===== src/rtl/ir_frame_tx.sv =====
`timescale 1ns/1ps
// Serial IR frame transmitter: start pulse (low), NBITS data bits MSB first, guard gap (high).
// Latency: line goes low the cycle after send is accepted; frame occupies START+NBITS*BIT+GAP cycles.
// Backpressure: send is only sampled in IDLE; requests while busy are dropped, never queued.
//
// Ports:
//   clk      system clock, posedge
//   rst      asynchronous active-high reset
//   send     frame request, sampled in IDLE only (including the done cycle)
//   code     NBITS payload, captured together with an accepted send
//   irda_tx  registered serial line, idle high, active-low start pulse
//   busy     registered, high from the cycle after acceptance to end of gap
//   done     registered one-cycle pulse on return to IDLE
module ir_frame_tx #(
  parameter int NBITS     = 3,
  parameter int START_CYC = 180,
  parameter int BIT_CYC   = 20,
  parameter int GAP_CYC   = 64,
  parameter int CNT_W     = 8
) (
  input  logic             clk,
  input  logic             rst,
  input  logic             send,
  input  logic [NBITS-1:0] code,
  output logic             irda_tx,
  output logic             busy,
  output logic             done
);

  localparam int IDX_W = (NBITS > 1) ? $clog2(NBITS) : 1;

  localparam logic [CNT_W-1:0] START_LAST = CNT_W'(START_CYC - 1);
  localparam logic [CNT_W-1:0] BIT_LAST   = CNT_W'(BIT_CYC - 1);
  localparam logic [CNT_W-1:0] GAP_LAST   = CNT_W'(GAP_CYC - 1);
  localparam logic [IDX_W-1:0] IDX_MSB    = IDX_W'(NBITS - 1);

  typedef enum logic [1:0] {
    IDLE  = 2'd0,
    START = 2'd1,
    DATA  = 2'd2,
    GAP   = 2'd3
  } state_t;

  state_t             state, state_nx;
  logic [CNT_W-1:0]   count, count_nx;
  logic [IDX_W-1:0]   idx, idx_nx, idx_dec;
  logic [NBITS-1:0]   shreg, shreg_nx;
  logic               tx_nx, busy_nx, done_nx;

  always_ff @(posedge clk or posedge rst) begin
    if (rst) begin
      state   <= IDLE;
      count   <= '0;
      idx     <= '0;
      shreg   <= '0;
      irda_tx <= 1'b1;
      busy    <= 1'b0;
      done    <= 1'b0;
    end else begin
      state   <= state_nx;
      count   <= count_nx;
      idx     <= idx_nx;
      shreg   <= shreg_nx;
      irda_tx <= tx_nx;
      busy    <= busy_nx;
      done    <= done_nx;
    end
  end

  assign idx_dec = idx - 1'b1;

  // Outputs are computed for the *next* state so they can be registered
  // without adding a cycle of latency relative to the state register.
  always_comb begin
    state_nx = state;
    count_nx = count + 1'b1;
    idx_nx   = idx;
    shreg_nx = shreg;
    tx_nx    = 1'b1;
    busy_nx  = 1'b0;
    done_nx  = 1'b0;

    case (state)
      IDLE: begin
        count_nx = '0;
        if (send) begin
          shreg_nx = code;
          state_nx = START;
          tx_nx    = 1'b0;
          busy_nx  = 1'b1;
        end
      end

      START: begin
        busy_nx = 1'b1;
        tx_nx   = 1'b0;
        if (count == START_LAST) begin
          count_nx = '0;
          idx_nx   = IDX_MSB;
          state_nx = DATA;
          tx_nx    = shreg[NBITS-1];
        end
      end

      DATA: begin
        busy_nx = 1'b1;
        tx_nx   = shreg[idx];
        if (count == BIT_LAST) begin
          count_nx = '0;
          if (idx == '0) begin
            state_nx = GAP;
            tx_nx    = 1'b1;
          end else begin
            idx_nx = idx_dec;
            tx_nx  = shreg[idx_dec];
          end
        end
      end

      GAP: begin
        busy_nx = 1'b1;
        if (count == GAP_LAST) begin
          count_nx = '0;
          state_nx = IDLE;
          busy_nx  = 1'b0;
          done_nx  = 1'b1;
        end
      end

      default: begin
        // Corrupted encoding: park safely with the line idle.
        state_nx = IDLE;
        count_nx = '0;
        idx_nx   = '0;
      end
    endcase
  end

endmodule


===== config.mk =====
export PLATFORM = sky130hd
export DESIGN_NAME = ir_frame_tx
export DESIGN_NICKNAME = d
export VERILOG_FILES = /design/src/rtl/ir_frame_tx.sv
export SDC_FILE = /design/constraint.sdc
export NUM_CORES = 1
export LEC_CHECK = 0
export CORE_ASPECT_RATIO = 0.75
export CORE_MARGIN = 10
export CORE_UTILIZATION = 45
export CTS_CLUSTER_SIZE = 16
export DETAILED_ROUTE_END_ITERATION = 8
export PLACE_DENSITY = 0.67
export SLEW_MARGIN = 10
export SYNTH_ARGS = -nofsm -noshare
export SYNTH_HDL_FRONTEND = slang
export SYNTH_SLANG_ARGS = --single-unit

===== constraint.sdc =====
create_clock -name clk -period 2.3 [get_ports clk]
set_input_delay 0.46 -clock clk [delete_from_list [all_inputs] [get_ports clk]]
set_output_delay 0.46 -clock clk [all_outputs]
set_load 0.05 [all_outputs]

Yosys cells after proc, flatten, opt, wreduce, memory -nomap -nowiden
Cells that the tools add are included.

storage, ports and cells
  register bits = 18
  bits in latches = 0
  memory bits (writable) = 0
  bits in read-only memories = 0
  input port bits = 6
  output and inout port bits = 3
  logic and storage cells = 57
  memories = 0

cells by class
  add/sub/neg operators = 2
  multiply operators = 0
  divide/modulo/power cells = 0
  magnitude comparators = 2
  equal/unequal tests = 12
  shifts and indexed selects = 0
  muxes and demuxes = 27
  bitwise gates (word level) = 0
  reduce and logical (&&, ||, !) cells = 7

operator list
  cell                                                                          count
  8-bit one-hot mux with 4 select lines                                         1
  8-bit two-way mux                                                             3
  2-bit two-way mux                                                             7
  2-bit != test, second input constant                                          6
  1-bit two-way mux                                                             10
  8-bit by 1-bit adder with 8-bit output, second input constant                 1
  8-bit by 5-bit == test with 1-bit output, second input constant               1
  8-bit by 6-bit == test with 1-bit output, second input constant               1
  8-bit == test, second input constant                                          1
  2-bit one-hot mux with 4 select lines                                         1
  2-bit by 3-bit less-than comparator with 1-bit output, second input constant  2
  1-bit one-hot mux with 3 select lines                                         2
  5-bit AND reduction                                                           1
  1-bit binary-select mux with 2-bit select                                     2
  2-bit == test, second input constant                                          2
  2-bit zero test                                                               2
  2-bit one-hot mux with 2 select lines                                         1
  4-bit AND reduction                                                           1
  2-bit by 1-bit == test with 1-bit output, second input constant               1
  2-bit AND reduction                                                           1
  2-bit nonzero test                                                            1
  2-bit OR reduction                                                            1
  2-bit by 1-bit subtractor with 2-bit output, second input constant            1

Depth between registers and ports, before layout
  word-level depth = 6
  depth in mapped cells = 6
  mapped depth without buffers = 6

Least setup slack after synthesis
No wires, ideal clock.

  kind = register to register
  from = register state[0]
  to = register state[1]
  library setup time = 0.125 ns
  arrival = 2.167 ns
  path slack = 0.008 ns
  cell stages (with the launch flop) = 7
  buffers on the path = 0
  cells stage by stage = dfrtp_1 -> inv_1 -> ha_1 -> or4b_1 -> o22a_1 -> a2111o_1 -> mux2_4

on the way
  word-level cells in the longest chain between the ends = 3
  elaborated cells on any way between the ends = 11

RTL lines
  what                                   line  text
  from (decl)                            44    state_t state, state_nx;
  from (signal assigned)                 60    state <= state_nx;
  2-bit == test (tied with other cells)  83    case (state)
  2-bit != test (no line)                n/a
  5-bit AND reduction (no line)          n/a

Several ways; a longest one is shown, not always the timed one.
A chain may end at the register's enable or synchronous reset.

Worst setup path after layout
Same ends and word-level chain as after synthesis.

==> metrics.md <==
| Metric | Value |
|---|---|
| Layout cells sized above 1 | 14.2% |
| PD cells | 430 mW/mm2 |
| Clock-pin slew on the worst setup and hold paths | 0.10 ns |
| Placer Congestion | 0.842 |
| # resized after CTS | 0 |
| Slew @ Worst Pin | between 0.6 and 0.7 ns |
| Most common cell after layout, fill and taps aside | dfrtp_1 |
| Clock latency on the worst-skew pair | 0.30 ns |
| Synthesized net count | around 120 |
| Antenna-violating nets left | 0 |
| Fmax | 0.449 GHz |
| FF-to-FF Start | state[0]$_DFFE_PP0P_ |
| Die Span Y | 61.5 um |
| DR pass1 iterations | 4 |
| Clock Root Buffer | clkbuf_4 |
| RSZ-0062 raised after global routing | false |
| Startpoint Class | flop |
| Avg WL per Cell | about 14 um |
| Pre-CTS setup slack | ~0.041 ns |
| Nets | around 140 |
| Ports | 9 |
| Row count | 14 |
| YS warnings | 0 |
| Die area | ~0.0046 mm2 |
| Crit path DAT | 2.42 ns |
| Min Tclk post-route | 2.23 ns |
| Worst Path Class, Setup | reg -> reg |
| Clock tree buffer depth | 2 |
| Max rail drop VDD | about 370 uV |
| Clk sinks | 18 |
| Total GRT Usage | between 10% and 20% |
| Hold WC Path Type | reg -> reg |
| Worst Hold Path Cells | 1 |
| Pleak | 0.559 nW |
| Power after layout | 0.527 mW |
| H-Tree Depth | 1 |
| CORE AREA | 0.00208 mm2 |
| Yosys reg bits | 18 |
| Mapped Cells | roughly 100 |
| Initial DRC Count | 57 |
| Inserted Clock Buffers | 3 |
| R2r endpoint | state[1]$_DFFE_PP0P_ |
| Postcts setup bufs | 0 |
| CTS tree | built |
| Worst setup path startpoint | state[0]$_DFFE_PP0P_ |
| R2R cell count | 6 |
| Vias per cell | 5.44 |
| # setup viols final | 0 |
| Hold Buf Count CTS | 0 |
| Area of the multi-input gates | between 500 and 600 um2 |
| Fillers | between 150 and 200 |
| PortBufs | 8 |
| Worst Hold Launch | count[0]$_DFF_PP0_ |
| Commonest cells after routing, fill and taps aside | 17 x dfrtp_1, 10 x nor2_1, 9 x inv_1 |
| Storage cell area | approximately 450 um2 |
| Antenna cells | 0 |
| Final Hold Viols | 0 |
| Hold slack | 0.479 ns |
| Slew Limit Fails | 0 |
| Area Overhead vs Synth | 18.8% |
| WL final | between 2000 and 2500 um |
| Largest net degree at the start of global routing | 19 |
| Slack of the worst reg-to-reg path | 0.07 ns |
| Clk_skew | 0.000942 ns |
| Overflow after GRT | 0 |
| Result of the run | completed |
| Setup TNS Final | 0 ns |
| Worst setup margin | about 0.073 ns |
| CP required | 2.49 ns |
| Drt drc | 0 |
| Yosys cell types | 34 |
| Initial core utilization | 49.5% |
| Synthesized area | 0.00103 mm2 |
| Die X | 75.3 um |
| HPWL Detailed | ~1700 um |
| Relative slew slack | 54.5% |
| Seq/Total Area, Yosys | 43.8% |
| Avg Cell Area, Syn | 10.1 um2 |
| Vias | 783 |
| Antenna violations before repair | 0 |
| Vias in the first global route | 746 |
| WHS Endpoint | count[0]$_DFF_PP0_ |
| Critical path capture point type | flop |
| Fin crit share | 96.8% |
| Global-route wire length before repair | 3610 um |
| Critical path fanouts, max | 2 |
| Maxcap violations | 0 |
## where the power goes
group	total (mW)	internal, mW	switching, mW
sequential	0.316	0.316	0
clock	0.196	0.0966	0.0993
combinational	0.0151	0.00757	0.00750
total	0.527	0.421	0.107
## worst max path at each step
| stage | endpoint | slack, ns |
|---|---|---|
| after floorplan | state[1]$_DFFE_PP0P_ | 0.008 |
| after global placement | state[1]$_DFFE_PP0P_ | 0.14 |
| after detailed placement | state[1]$_DFFE_PP0P_ | 0.04 |
| after CTS | state[1]$_DFFE_PP0P_ | 0.03 |
| after global routing | state[1]$_DFFE_PP0P_ | 0.01 |
| final | state[1]$_DFFE_PP0P_ | 0.07 |
## final cells by class
cell class	count	area share, %
well taps	24	2.45
inverters	9	2.76
flip-flops and latches	18	36.9
multi-input cells	74	44.1
clock buffers	4	2.96
repair buffers	15	10.8
## flip-flops by register name, indices dropped and copies added (netlist names)
register and count:
count 8, busy 1, idx 2, state 2, irda_tx 1, done 1
shreg 3
## routing by layer
| layer | GRT usage, % | share of wire [%] |
|---|---|---|
| met2 | 13.8 | 42 |
| met5 | 0 | 0 |
| met3 | 3.54 | 7.8 |
| met1 | 14.3 | 50 |
| met4 | 2.90 | 0 |
## synth_stat cells
cell type | n | area, um2
mux2_2 | 3 | 33.8
a22oi_1 | 1 | 7.51
and4bb_2 | 1 | 12.5
a21oi_1 | 2 | 10.0
a21boi_0 | 2 | 15.0
nand2_1 | 8 | 30.0
mux2i_1 | 3 | 30.0
a2bb2oi_1 | 1 | 8.76
xor2_1 | 3 | 26.3
o21ai_0 | 3 | 15.0
nor3_1 | 2 | 10.0
dfstp_2 | 1 | 26.3
nor4bb_1 | 1 | 10.0
a31oi_1 | 1 | 6.26
or4b_1 | 1 | 10.0
nand3_1 | 6 | 30.0
and4_1 | 1 | 8.76
nor2b_1 | 3 | 18.8
nand4b_1 | 1 | 8.76
xnor2_1 | 3 | 26.3
o31a_1 | 1 | 8.76
nand4_1 | 1 | 6.26
inv_1 | 9 | 33.8
nor2_1 | 10 | 37.5
and3_1 | 2 | 12.5
ha_1 | 8 | 100
o2111ai_1 | 1 | 8.76
a2111o_1 | 1 | 11.3
mux2_4 | 1 | 15.0
o22a_1 | 1 | 8.76
o22ai_1 | 1 | 6.26
buf_2 | 1 | 5.00
dfrtp_1 | 17 | 425
o31ai_1 | 1 | 7.51
## cells by family after synthesis
logic type / Yosys count / synth area share, %
simple gates: 37 / 18.9
flops: 18 / 43.8
compound gates: 16 / 11.0
buf+inv: 10 / 3.76
fa+ha+maj: 8 / 9.71
mux: 7 / 7.65
xor+xnor: 6 / 5.10
## stage by stage
stage	area, um2	utilization, %	std cells
floorplan	1030	-	102
detailed placement	1190	57.0	140
global placement	1190	57.0	140
finish	1220	58.8	144
global route	1220	58.8	144
CTS	1220	58.8	144
## critical path, stage by stage, from the launching register on
cell and delay (ns):
dfrtp_1 0.36, inv_1 0.06, ha_1 0.22, or4b_1 0.53
o22a_1 0.21, a2111o_1 0.43, mux2_4 0.32
(Power assumes the default switching activity.)
